[config.mk]
export PLATFORM = sky130hd
export DESIGN_NAME = wb_mru_arb
export DESIGN_NICKNAME = d
export VERILOG_FILES = /design/src/rtl/wb_mru_pkg.sv /design/src/rtl/wb_rr_arbiter.sv /design/src/rtl/wb_mru_arb.sv
export SDC_FILE = /design/constraint.sdc
export NUM_CORES = 1
export LEC_CHECK = 0
export CORE_MARGIN = 5
export CORE_UTILIZATION = 45
export CTS_BUF_LIST = sky130_fd_sc_hd__clkbuf_4 sky130_fd_sc_hd__clkbuf_8
export CTS_CLUSTER_DIAMETER = 150
export DETAILED_ROUTE_END_ITERATION = 12
export HOLD_SLACK_MARGIN = 0.15
export MAX_ROUTING_LAYER = met4
export PLACE_DENSITY = 0.84
export SYNTH_ARGS = -nofsm -noshare
export SYNTH_HDL_FRONTEND = slang
export SYNTH_SLANG_ARGS = --single-unit
[constraint.sdc]
create_clock -name clk_i -period 2.4 [get_ports clk_i]
set_input_delay 0.48 -clock clk_i [delete_from_list [all_inputs] [get_ports clk_i]]
set_output_delay 0.48 -clock clk_i [all_outputs]
set_load 0.005 [all_outputs]
[src/rtl/wb_mru_pkg.sv]
// Shared types and lane-steering helpers for the Wishbone memory request unit.
package wb_mru_pkg;

  typedef enum logic [1:0] {SZ_B = 2'd0, SZ_H = 2'd1, SZ_W = 2'd2, SZ_RSV = 2'd3} size_e;
  typedef enum logic [1:0] {IDLE, BUS, RESP} state_e;

  function automatic logic [3:0] sel_gen(input size_e sz, input logic [1:0] a);
    case (sz)
      SZ_B:    sel_gen = 4'b0001 << a;
      SZ_H:    sel_gen = a[1] ? 4'b1100 : 4'b0011;
      SZ_W:    sel_gen = 4'b1111;
      default: sel_gen = 4'b0000;
    endcase
  endfunction

  function automatic logic [31:0] wdata_steer(input size_e sz, input logic [31:0] d);
    case (sz)
      SZ_B:    wdata_steer = {4{d[7:0]}};
      SZ_H:    wdata_steer = {2{d[15:0]}};
      default: wdata_steer = d;
    endcase
  endfunction

  // Shift the addressed lane down to bit 0, then zero-extend to the access size.
  function automatic logic [31:0] lane_align(input logic [31:0] dat, input size_e sz,
                                             input logic [1:0] a);
    logic [31:0] sh;
    sh = dat >> {a, 3'b000};
    case (sz)
      SZ_B:    lane_align = {24'h0, sh[7:0]};
      SZ_H:    lane_align = {16'h0, sh[15:0]};
      default: lane_align = sh;
    endcase
  endfunction

  function automatic logic misaligned(input size_e sz, input logic [1:0] a);
    case (sz)
      SZ_H:    misaligned = a[0];
      SZ_W:    misaligned = |a;
      SZ_RSV:  misaligned = 1'b1;
      default: misaligned = 1'b0;
    endcase
  endfunction

endpackage

[src/rtl/wb_rr_arbiter.sv]
// N-way request arbiter: fixed priority (index 0 highest) or round-robin from ptr.
module wb_rr_arbiter #(
  parameter int unsigned N  = 2,
  parameter bit          RR = 1'b0
) (
  input  logic                                   clk_i,
  input  logic                                   rst_ni,
  input  logic [N-1:0]                           req_i,
  input  logic                                   adv_i,
  output logic [N-1:0]                           gnt_o,
  output logic [((N > 1) ? $clog2(N) : 1)-1:0]   idx_o,
  output logic                                   vld_o
);

  localparam int unsigned IW = (N > 1) ? $clog2(N) : 1;

  logic [IW-1:0] ptr_q, ptr_d;
  logic [IW-1:0] c;
  int unsigned   t;

  always_comb begin
    gnt_o = '0;
    idx_o = '0;
    vld_o = 1'b0;
    c     = '0;
    t     = 0;
    for (int unsigned k = 0; k < N; k++) begin
      t = RR ? (32'(ptr_q) + k) % N : k;
      c = IW'(t);
      if (!vld_o && req_i[c]) begin
        vld_o    = 1'b1;
        gnt_o[c] = 1'b1;
        idx_o    = c;
      end
    end
  end

  always_comb begin
    ptr_d = ptr_q;
    if (adv_i && vld_o) ptr_d = (32'(idx_o) + 1 >= N) ? '0 : idx_o + 1'b1;
  end

  always_ff @(posedge clk_i or negedge rst_ni) begin
    if (!rst_ni) ptr_q <= '0;
    else         ptr_q <= ptr_d;
  end

endmodule

[src/rtl/wb_mru_arb.sv]
// N-channel memory request unit: arbitrates CPU request channels onto one
// Wishbone classic master port with lane steering, timeout and error reporting.
module wb_mru_arb
  import wb_mru_pkg::*;
#(
  parameter int unsigned N_CH        = 2,
  parameter bit          ARB_RR      = 1'b0,
  parameter int unsigned TIMEOUT_CYC = 16
) (
  input  logic                 clk_i,
  input  logic                 rst_ni,
  input  logic [N_CH-1:0]      req_en,
  input  logic [N_CH-1:0]      req_we,
  input  logic [2*N_CH-1:0]    req_size,
  input  logic [32*N_CH-1:0]   req_addr,
  input  logic [32*N_CH-1:0]   req_wdata,
  output logic [N_CH-1:0]      req_stl,
  output logic [N_CH-1:0]      req_ack,
  output logic [N_CH-1:0]      req_err,
  output logic [32*N_CH-1:0]   req_rdata,
  output logic [29:0]          adr_o,
  output logic [31:0]          dat_o,
  output logic [3:0]           sel_o,
  output logic                 cyc_o,
  output logic                 stb_o,
  output logic                 we_o,
  input  logic [31:0]          dat_i,
  input  logic                 ack_i,
  input  logic                 err_i
);

  localparam int unsigned IW = (N_CH > 1) ? $clog2(N_CH) : 1;
  localparam int unsigned TW = (TIMEOUT_CYC > 0) ? $clog2(TIMEOUT_CYC + 1) : 1;

  logic [N_CH-1:0][1:0]  size_a;
  logic [N_CH-1:0][31:0] addr_a, wdata_a;
  logic [N_CH-1:0][31:0] rdata_q;

  state_e          state_q;
  logic [N_CH-1:0] gnt_q, ack_q, err_q;
  logic [IW-1:0]   gidx_q;
  logic [1:0]      alo_q;
  size_e           size_q;
  logic [TW-1:0]   tcnt_q;

  logic [N_CH-1:0] arb_gnt;
  logic [IW-1:0]   arb_idx;
  logic            arb_vld;
  logic            timeout;

  size_e           c_size;
  logic [31:0]     c_addr, c_wdata;
  logic            c_we;

  assign size_a    = req_size;
  assign addr_a    = req_addr;
  assign wdata_a   = req_wdata;
  assign req_rdata = rdata_q;
  assign req_ack   = ack_q;
  assign req_err   = err_q;
  assign req_stl   = req_en & ~ack_q;

  wb_rr_arbiter #(.N(N_CH), .RR(ARB_RR)) u_arb (
    .clk_i  (clk_i),
    .rst_ni (rst_ni),
    .req_i  (req_en),
    .adv_i  (state_q == IDLE),
    .gnt_o  (arb_gnt),
    .idx_o  (arb_idx),
    .vld_o  (arb_vld)
  );

  always_comb begin
    c_size  = size_e'(size_a[arb_idx]);
    c_addr  = addr_a[arb_idx];
    c_wdata = wdata_a[arb_idx];
    c_we    = req_we[arb_idx];
  end

  assign timeout = (TIMEOUT_CYC != 0) && (tcnt_q == TW'(TIMEOUT_CYC - 1));

  always_ff @(posedge clk_i or negedge rst_ni) begin
    if (!rst_ni) begin
      state_q <= IDLE;
      gnt_q   <= '0;
      ack_q   <= '0;
      err_q   <= '0;
      gidx_q  <= '0;
      alo_q   <= '0;
      size_q  <= SZ_B;
      tcnt_q  <= '0;
      rdata_q <= '0;
      adr_o   <= '0;
      dat_o   <= '0;
      sel_o   <= '0;
      cyc_o   <= 1'b0;
      stb_o   <= 1'b0;
      we_o    <= 1'b0;
    end else begin
      ack_q <= '0;
      err_q <= '0;
      case (state_q)
        IDLE: if (arb_vld) begin
          gnt_q  <= arb_gnt;
          gidx_q <= arb_idx;
          alo_q  <= c_addr[1:0];
          size_q <= c_size;
          adr_o  <= c_addr[31:2];
          we_o   <= c_we;
          sel_o  <= sel_gen(c_size, c_addr[1:0]);
          dat_o  <= wdata_steer(c_size, c_wdata);
          tcnt_q <= '0;
          // Bad size/alignment is answered directly without touching the bus.
          if (misaligned(c_size, c_addr[1:0])) begin
            state_q <= RESP;
            ack_q   <= arb_gnt;
            err_q   <= arb_gnt;
          end else begin
            state_q <= BUS;
            cyc_o   <= 1'b1;
            stb_o   <= 1'b1;
          end
        end
        BUS: begin
          if (ack_i || err_i || timeout) begin
            state_q <= RESP;
            cyc_o   <= 1'b0;
            stb_o   <= 1'b0;
            ack_q   <= gnt_q;
            if (err_i || !ack_i) err_q <= gnt_q;
            else if (!we_o)      rdata_q[gidx_q] <= lane_align(dat_i, size_q, alo_q);
          end else if (tcnt_q != '1) begin
            tcnt_q <= tcnt_q + 1'b1;
          end
        end
        RESP:    state_q <= IDLE;
        default: state_q <= IDLE;
      endcase
    end
  end

endmodule

==> run metrics, run 1 <==
Hold Path Class=flop to flop; register area=roughly 3700 µm²; clk_lat worst skew=about 0.44 ns; Crit Path Max Fanout=4; Final WS setup=0.148 ns; Synth Warn #=0; largest net degree at the start of global routing=62; post-route ant nets=0; worst clock skew=just over 0.01 ns; core area=16,500 µm²; crit end category=output pin; nets=about 1,300; chip width=about 140 µm; post-layout instance area=about 11,000 µm²; PD cells=roughly 1000 nW/µm²; area of the multi-input gates=between 3000 and 4000 µm²; HPWL after DPL=18,600 µm; drt pass-1 iters=7; clock buffer depth=2; vias in the first global route=7,156; static leakage=5.00 nW; CTS H-tree lvls=4; CTS tree=done; post-synth net total=approximately 970; worst-margin pin slew=around 0.6 ns; post-synthesis average cell area=roughly 9.4 µm²; fin crit share=a little over nine tenths; routability congestion estimate=0.904; Starting Density=approximately 46%; Final Hold Vio Count=0; GRT Overall Usage=around a quarter; wire per inst=18.2 µm; DR vias=7,163; Fmax=approximately 440 MHz; drc violations=0; CP arrival=between 1.5 and 2 ns; Cells after Synth=798; GRT overflow=0; Die ar.=between 15,000 and 20,000 µm²; setup_tns=0 ns; Final Max Slew Viols=0; antenna cells=0; sequential cell area fraction in the yosys report=about half; row count=47; CP required=about 1.9 ns; max cap viols=0; drt via density=~5.4; post-synth top area share=about half; routed wire length=around 24,000 µm; Cell Area, Synth=approximately 7500 µm²; Crit Path Class=input pin to output pin; status=completed; Post-synth top cells=150 x nand2_1, 149 x dfrtp_1, 96 x o21ai_0, 69 x nor2_1; Area growth, synth to finish=52.0%; type of origin of the critical path=input pin; Yosys reg bits=between 100 and 150; worst ir drop on vdd=0.000582 V; clk root buf=clkbuf_8; final critical-path required period=~2.3 ns; RSZ-0062 raised after global routing=false; placed cell areas=roughly 11,000 µm²; Top Ports=a little over 300; chip height=139 µm; DP Worst Slack=0.0279 ns; Top FF cell, synth=dfrtp_1; PortBufs=310; Synth cell types=44; Num CTS Buffers=17; Max-slew headroom=59.9%; first-pass GRT wire length=approximately 38,000 µm; layout cells sized above 1=between 10% and 20%; initial DRC count=452; Yosys top cell by area=dfrtp_1; clk slew on worst S/H paths=around 0.080 ns; clock sink total=roughly 150; ys async rst share=100%; initial antenna violation count=0; # fillers=1,276; Setup Viol. Count Final=0; top cells by area, synth=dfrtp_1 50%, nand2_1 7.5%, o21ai_0 6.4%, mux2_2 6.0%, mux2i_1 5.3%; Post-CTS Setup Repair Bufs=0; number of synthesized flops with an enable pin=0; count leader, synth=nand2_1; Power, Total=approximately 0.012 W; worst hold slack=0.468 ns
-- sequential cells by signal, indices dropped and copies added, names as in the netlist --
| name | flops |
|---|---|
| req_ack | 2 |
| alo_q | 2 |
| req_err | 2 |
| stb_o | 1 |
| sel_o | 4 |
| dat_o | 32 |
| gnt_q | 2 |
| state_q | 2 |
| req_rdata | 64 |
| size_q | 2 |
| we_o | 1 |
| tcnt_q | 5 |
| adr_o | 30 |
-- kinds of logic after synthesis --
family	count (synthesis)	share of synthesized area (%)
flops	149	49.6
simple gates	291	17.1
mux	87	12.7
buf+inv	64	4.20
fa+ha+maj	3	0.500
xor+xnor	2	0.233
compound gates	202	15.6
-- layout by cell type (no fill, tap or decap), types with 2 or more instances in the layout --
cell type,count
ha_1,3
nor2b_1,37
mux2i_1,40
a21oi_1,31
bufinv_16,3
clkinvlp_4,2
xor2_1,2
nand2b_1,5
clkbuf_8,23
clkdlybuf4s50_1,308
o21ai_1,6
dfrtp_1,149
clkinv_2,3
nor2_4,2
mux2_2,40
buf_12,9
nor2_1,68
nand3_1,10
a31oi_1,25
inv_1,5
nor3_1,8
a211oi_1,8
nand2_1,150
a22oi_1,27
buf_4,25
o21ai_0,96
mux2_1,4
mux2i_4,2
and2_1,2
-- routing by layer --
| metal | wire length (µm) | vias up | GRT usage, % |
|---|---|---|---|
| li1 | - | 3372 | - |
| met1 | 9870 | 3418 | 31.7 |
| met3 | 1990 | 41 | 6.21 |
| met2 | 11900 | 332 | 41.4 |
| met5 | 0 | - | - |
| met4 | 593 | 0 | 8.60 |
-- through the flow --
step	util, %	std cells
finish	69.4	1335
global route	69.4	1335
CTS	69.4	1335
detailed placement	66.6	1303
global placement	66.6	1303
floorplan	-	798
-- path summary, 6_finish.rpt --
check                      slack [ns]                   from  cells after the start                        end
min reg2reg                      0.47   dat_o[8]$_DFFE_PN0P_                      2       dat_o[8]$_DFFE_PN0P_
max                              0.15              req_en[0]                      4                 req_stl[0]
max in group asynchronous        1.16                 rst_ni                      3      dat_o[23]$_DFFE_PN0P_
min                              0.47   dat_o[8]$_DFFE_PN0P_                      2       dat_o[8]$_DFFE_PN0P_
max reg2reg                      0.17  tcnt_q[0]$_DFFE_PN0P_                      8      tcnt_q[3]$_DFFE_PN0P_
min in group asynchronous        0.60                 rst_ni                      2  req_rdata[57]$_DFFE_PN0P_
-- worst max-delay path, stage by stage --
cell and delay [ns]:
clkdlybuf4s50_1 0.51, buf_4 0.14, nor2b_1 0.13, clkdlybuf4s50_1 0.51
-- power by group --
part / switching [W] / total [W] / internal (W) / leakage, nW
Clock: 0.000929 / 0.00211 / 0.00119 / 0.220
Sequential: 0.000686 / 0.00421 / 0.00352 / 1.92
Combinational: 0.00239 / 0.00539 / 0.00300 / 2.86
Total: 0.00401 / 0.0117 / 0.00771 / 5.00
-- area by class of cell --
class	count	share of cell area (%)
multi-input cells	585	30.5
flip-flops and latches	149	32.7
inverters	5	0.164
repair buffers	345	30.4
clock inverters	8	1.05
well taps	220	2.41
clock buffers	23	2.77
-- repair_timing --
item	CTS	global route
gates resized for setup	0	0
hold buffers	1	0
hold endpoints to repair	57	0
(Power assumes the default switching activity.)
==> run 2: changes to the inputs <==
--- a/config.mk
+++ b/config.mk
@@ -5,6 +5,7 @@
 export SDC_FILE = /design/constraint.sdc
 export NUM_CORES = 1
 export LEC_CHECK = 0
+export CAP_MARGIN = 10
 export CORE_MARGIN = 5
 export CORE_UTILIZATION = 45
 export CTS_BUF_LIST = sky130_fd_sc_hd__clkbuf_4 sky130_fd_sc_hd__clkbuf_8
==> results of run 2 <==
Final layout, timing and power as in run 1 (identical DEF).
==> run 3: changes to the inputs <==
--- a/config.mk
+++ b/config.mk
@@ -6,7 +6,7 @@
 export NUM_CORES = 1
 export LEC_CHECK = 0
 export CAP_MARGIN = 10
-export CORE_MARGIN = 5
+export CORE_MARGIN = 8
 export CORE_UTILIZATION = 45
 export CTS_BUF_LIST = sky130_fd_sc_hd__clkbuf_4 sky130_fd_sc_hd__clkbuf_8
 export CTS_CLUSTER_DIAMETER = 150
==> run 3 against run 2 <==
Net effect:
- final area down 0.75%
- core utilization down 0.52 points
- clock skew about the same
- critical path type is now flop to flop
==> run metrics, run 3 (synthesized netlist as in run 1, its figures left out) <==
Num CTS Buffers=17 (unchanged); row count=47 (unchanged); worst ir drop on vdd=0.000551 V (-5.3%); vias in the first global route=7,513 (+5.0%); commonest non-fill, non-tap cell in the layout=clkdlybuf4s50_1; wire per inst=19.3 µm (+5.8%); fin crit share=92.8% (-1.0 points); most frequent cells in the layout=308 x clkdlybuf4s50_1, 150 x nand2_1, 149 x dfrtp_1; Starting Density=45.6% (unchanged); RSZ-0062 raised after global routing=false; worst-margin pin slew=0.698 ns (+0.0970 ns); post-route ant nets=0 (unchanged); Max-slew headroom=53.5% (-6.5 points); placed cell areas=10,900 µm² (-0.39%); Top Ports=311 (unchanged); worst hold slack=0.467 ns (-0.00120 ns); Final Hold Vio Count=0 (unchanged); layout cells sized above 1=10.8% (-0.16 points); post-layout instance area=11,300 µm² (-0.75%); GRT Overall Usage=24.9% (-0.73 points); worst clock skew=0.0106 ns (+0.000269 ns); max cap viols=0 (unchanged); Crit Path Class=flop to flop; drt via density=5.35 (-0.31%); clock buffer depth=2 (unchanged); CTS tree=done; status=completed; Fmax=449 MHz (+1.1%); Crit Path Max Fanout=8 (+4); CTS H-tree lvls=4 (unchanged); Setup Viol. Count Final=0 (unchanged); largest net degree at the start of global routing=54 (-13%); max reg flops=64 (unchanged); initial DRC count=548 (+21%); nets=1,275 (-0.23%); clk_lat worst skew=0.45 ns (about the same); routed wire length=25,700 µm (+5.7%); static leakage=4.96 nW (-0.93%); DR vias=7,130 (-0.46%); drc violations=0 (unchanged); clock sink total=149 (unchanged); chip height=145 µm (+4.3%); antenna cells=0 (unchanged); Hold Path Class=flop to flop; Final Max Slew Viols=0 (unchanged); core area=16,500 µm² (unchanged); clk root buf=clkbuf_8; clk slew on worst S/H paths=0.08 ns (about the same); chip width=145 µm (+4.3%); HPWL after DPL=19,700 µm (+6.0%); first-pass GRT wire length=40,800 µm (+6.5%); PD cells=1020 nW/µm² (-0.56%); type of origin of the critical path=flop; routability congestion estimate=0.875 (-3.2%); PortBufs=310 (unchanged); drt pass-1 iters=5 (-2); final critical-path required period=2.23 ns (-0.0248 ns); CP arrival=2.57 ns (+0.80 ns); Die ar.=21,100 µm² (+8.8%); crit end category=flop; Area growth, synth to finish=50.9%; initial antenna violation count=0 (unchanged); GRT overflow=0 (unchanged); final core occ=68.8% (-0.52 points); CP required=2.74 ns (+0.82 ns)
[run 3: cell types whose count changed in the layout (fill, tap and decap cells not counted)]
cell and delta:
nand2b_4 +1, clkinvlp_4 +2, nand2b_2 -1, clkinv_4 +3
bufinv_16 -1, buf_12 -2, clkbuf_4 +2, clkbuf_8 -5
buf_4 -1
[run 3: stage by stage]
stage	TNS [ns]	setup WS, ns	power, W	std cells
global placement	0	0.0425	0.00953	1300
global route	0	0.0534	0.0123	1333
detailed placement	-0.00522	-0.00522	0.00967	1300
finish	0	0.173	0.0116	1333
floorplan	0	0.361	0.00638	798
CTS	0	0.176	0.0117	1333
[run 3: path summary, 6_finish.rpt]
path                                  startpoint               endpoint  slack (ns)  cells past startpoint
setup / recovery           tcnt_q[0]$_DFFE_PN0P_  tcnt_q[3]$_DFFE_PN0P_        0.17                      8
hold / removal             dat_o[15]$_DFFE_PN0P_  dat_o[15]$_DFFE_PN0P_        0.47                      2
setup reg to reg           tcnt_q[0]$_DFFE_PN0P_  tcnt_q[3]$_DFFE_PN0P_        0.17                      8
hold reg to reg            dat_o[15]$_DFFE_PN0P_  dat_o[15]$_DFFE_PN0P_        0.47                      2
max in group asynchronous                 rst_ni  adr_o[23]$_DFFE_PN0P_        1.25                      3
min in group asynchronous                 rst_ni  dat_o[28]$_DFFE_PN0P_        0.49                      2
[run 3: timing repair]
| action | 4_1_cts | 5_1_grt |
|---|---|---|
| endpoints found under the hold margin | 31 | 0 |
| buffers inserted | 0 | 0 |
| gates resized for setup | 0 | 0 |
| hold buffers | 1 | 0 |
[run 3: report_power, final]
group          total, W  switching [W]  internal [W]  leakage (nW)
logic           0.00538        0.00240       0.00298          2.85
registers       0.00423       0.000708       0.00352          1.92
clock network   0.00196       0.000984      0.000972         0.192
total            0.0116        0.00409       0.00747          4.96
[run 3: final cells by class]
class / instances / area [µm²]
Clock inverter: 12 / 131
Sequential cell: 149 / 3730
Clock buffer: 20 / 263
Tap cell: 220 / 275
Inverter: 5 / 18.8
Timing Repair Buffer: 342 / 3430
Fill cell: 1242 / 5130
Multi-Input combinational cell: 585 / 3490
[run 3: worst max-delay path: stages (launching register included)]
cell	delay, ns
dfrtp_1	0.43
ha_1	0.23
and3_1	0.21
ha_1	0.19
or3_1	0.44
nor3_1	0.26
nand4_1	0.14
xor2_1	0.16
nor2_1	0.05
[run 3: routing by layer]
metal	vias up	routed length (µm)	part of all wire [%]	GRT usage [%]
met3	45	1990	7.7	6.28
met4	0	763	3.0	9.68
li1	3356	-	-	-
met1	3428	10500	41	29.0
met5	-	0	0	-
met2	301	12500	49	40.7
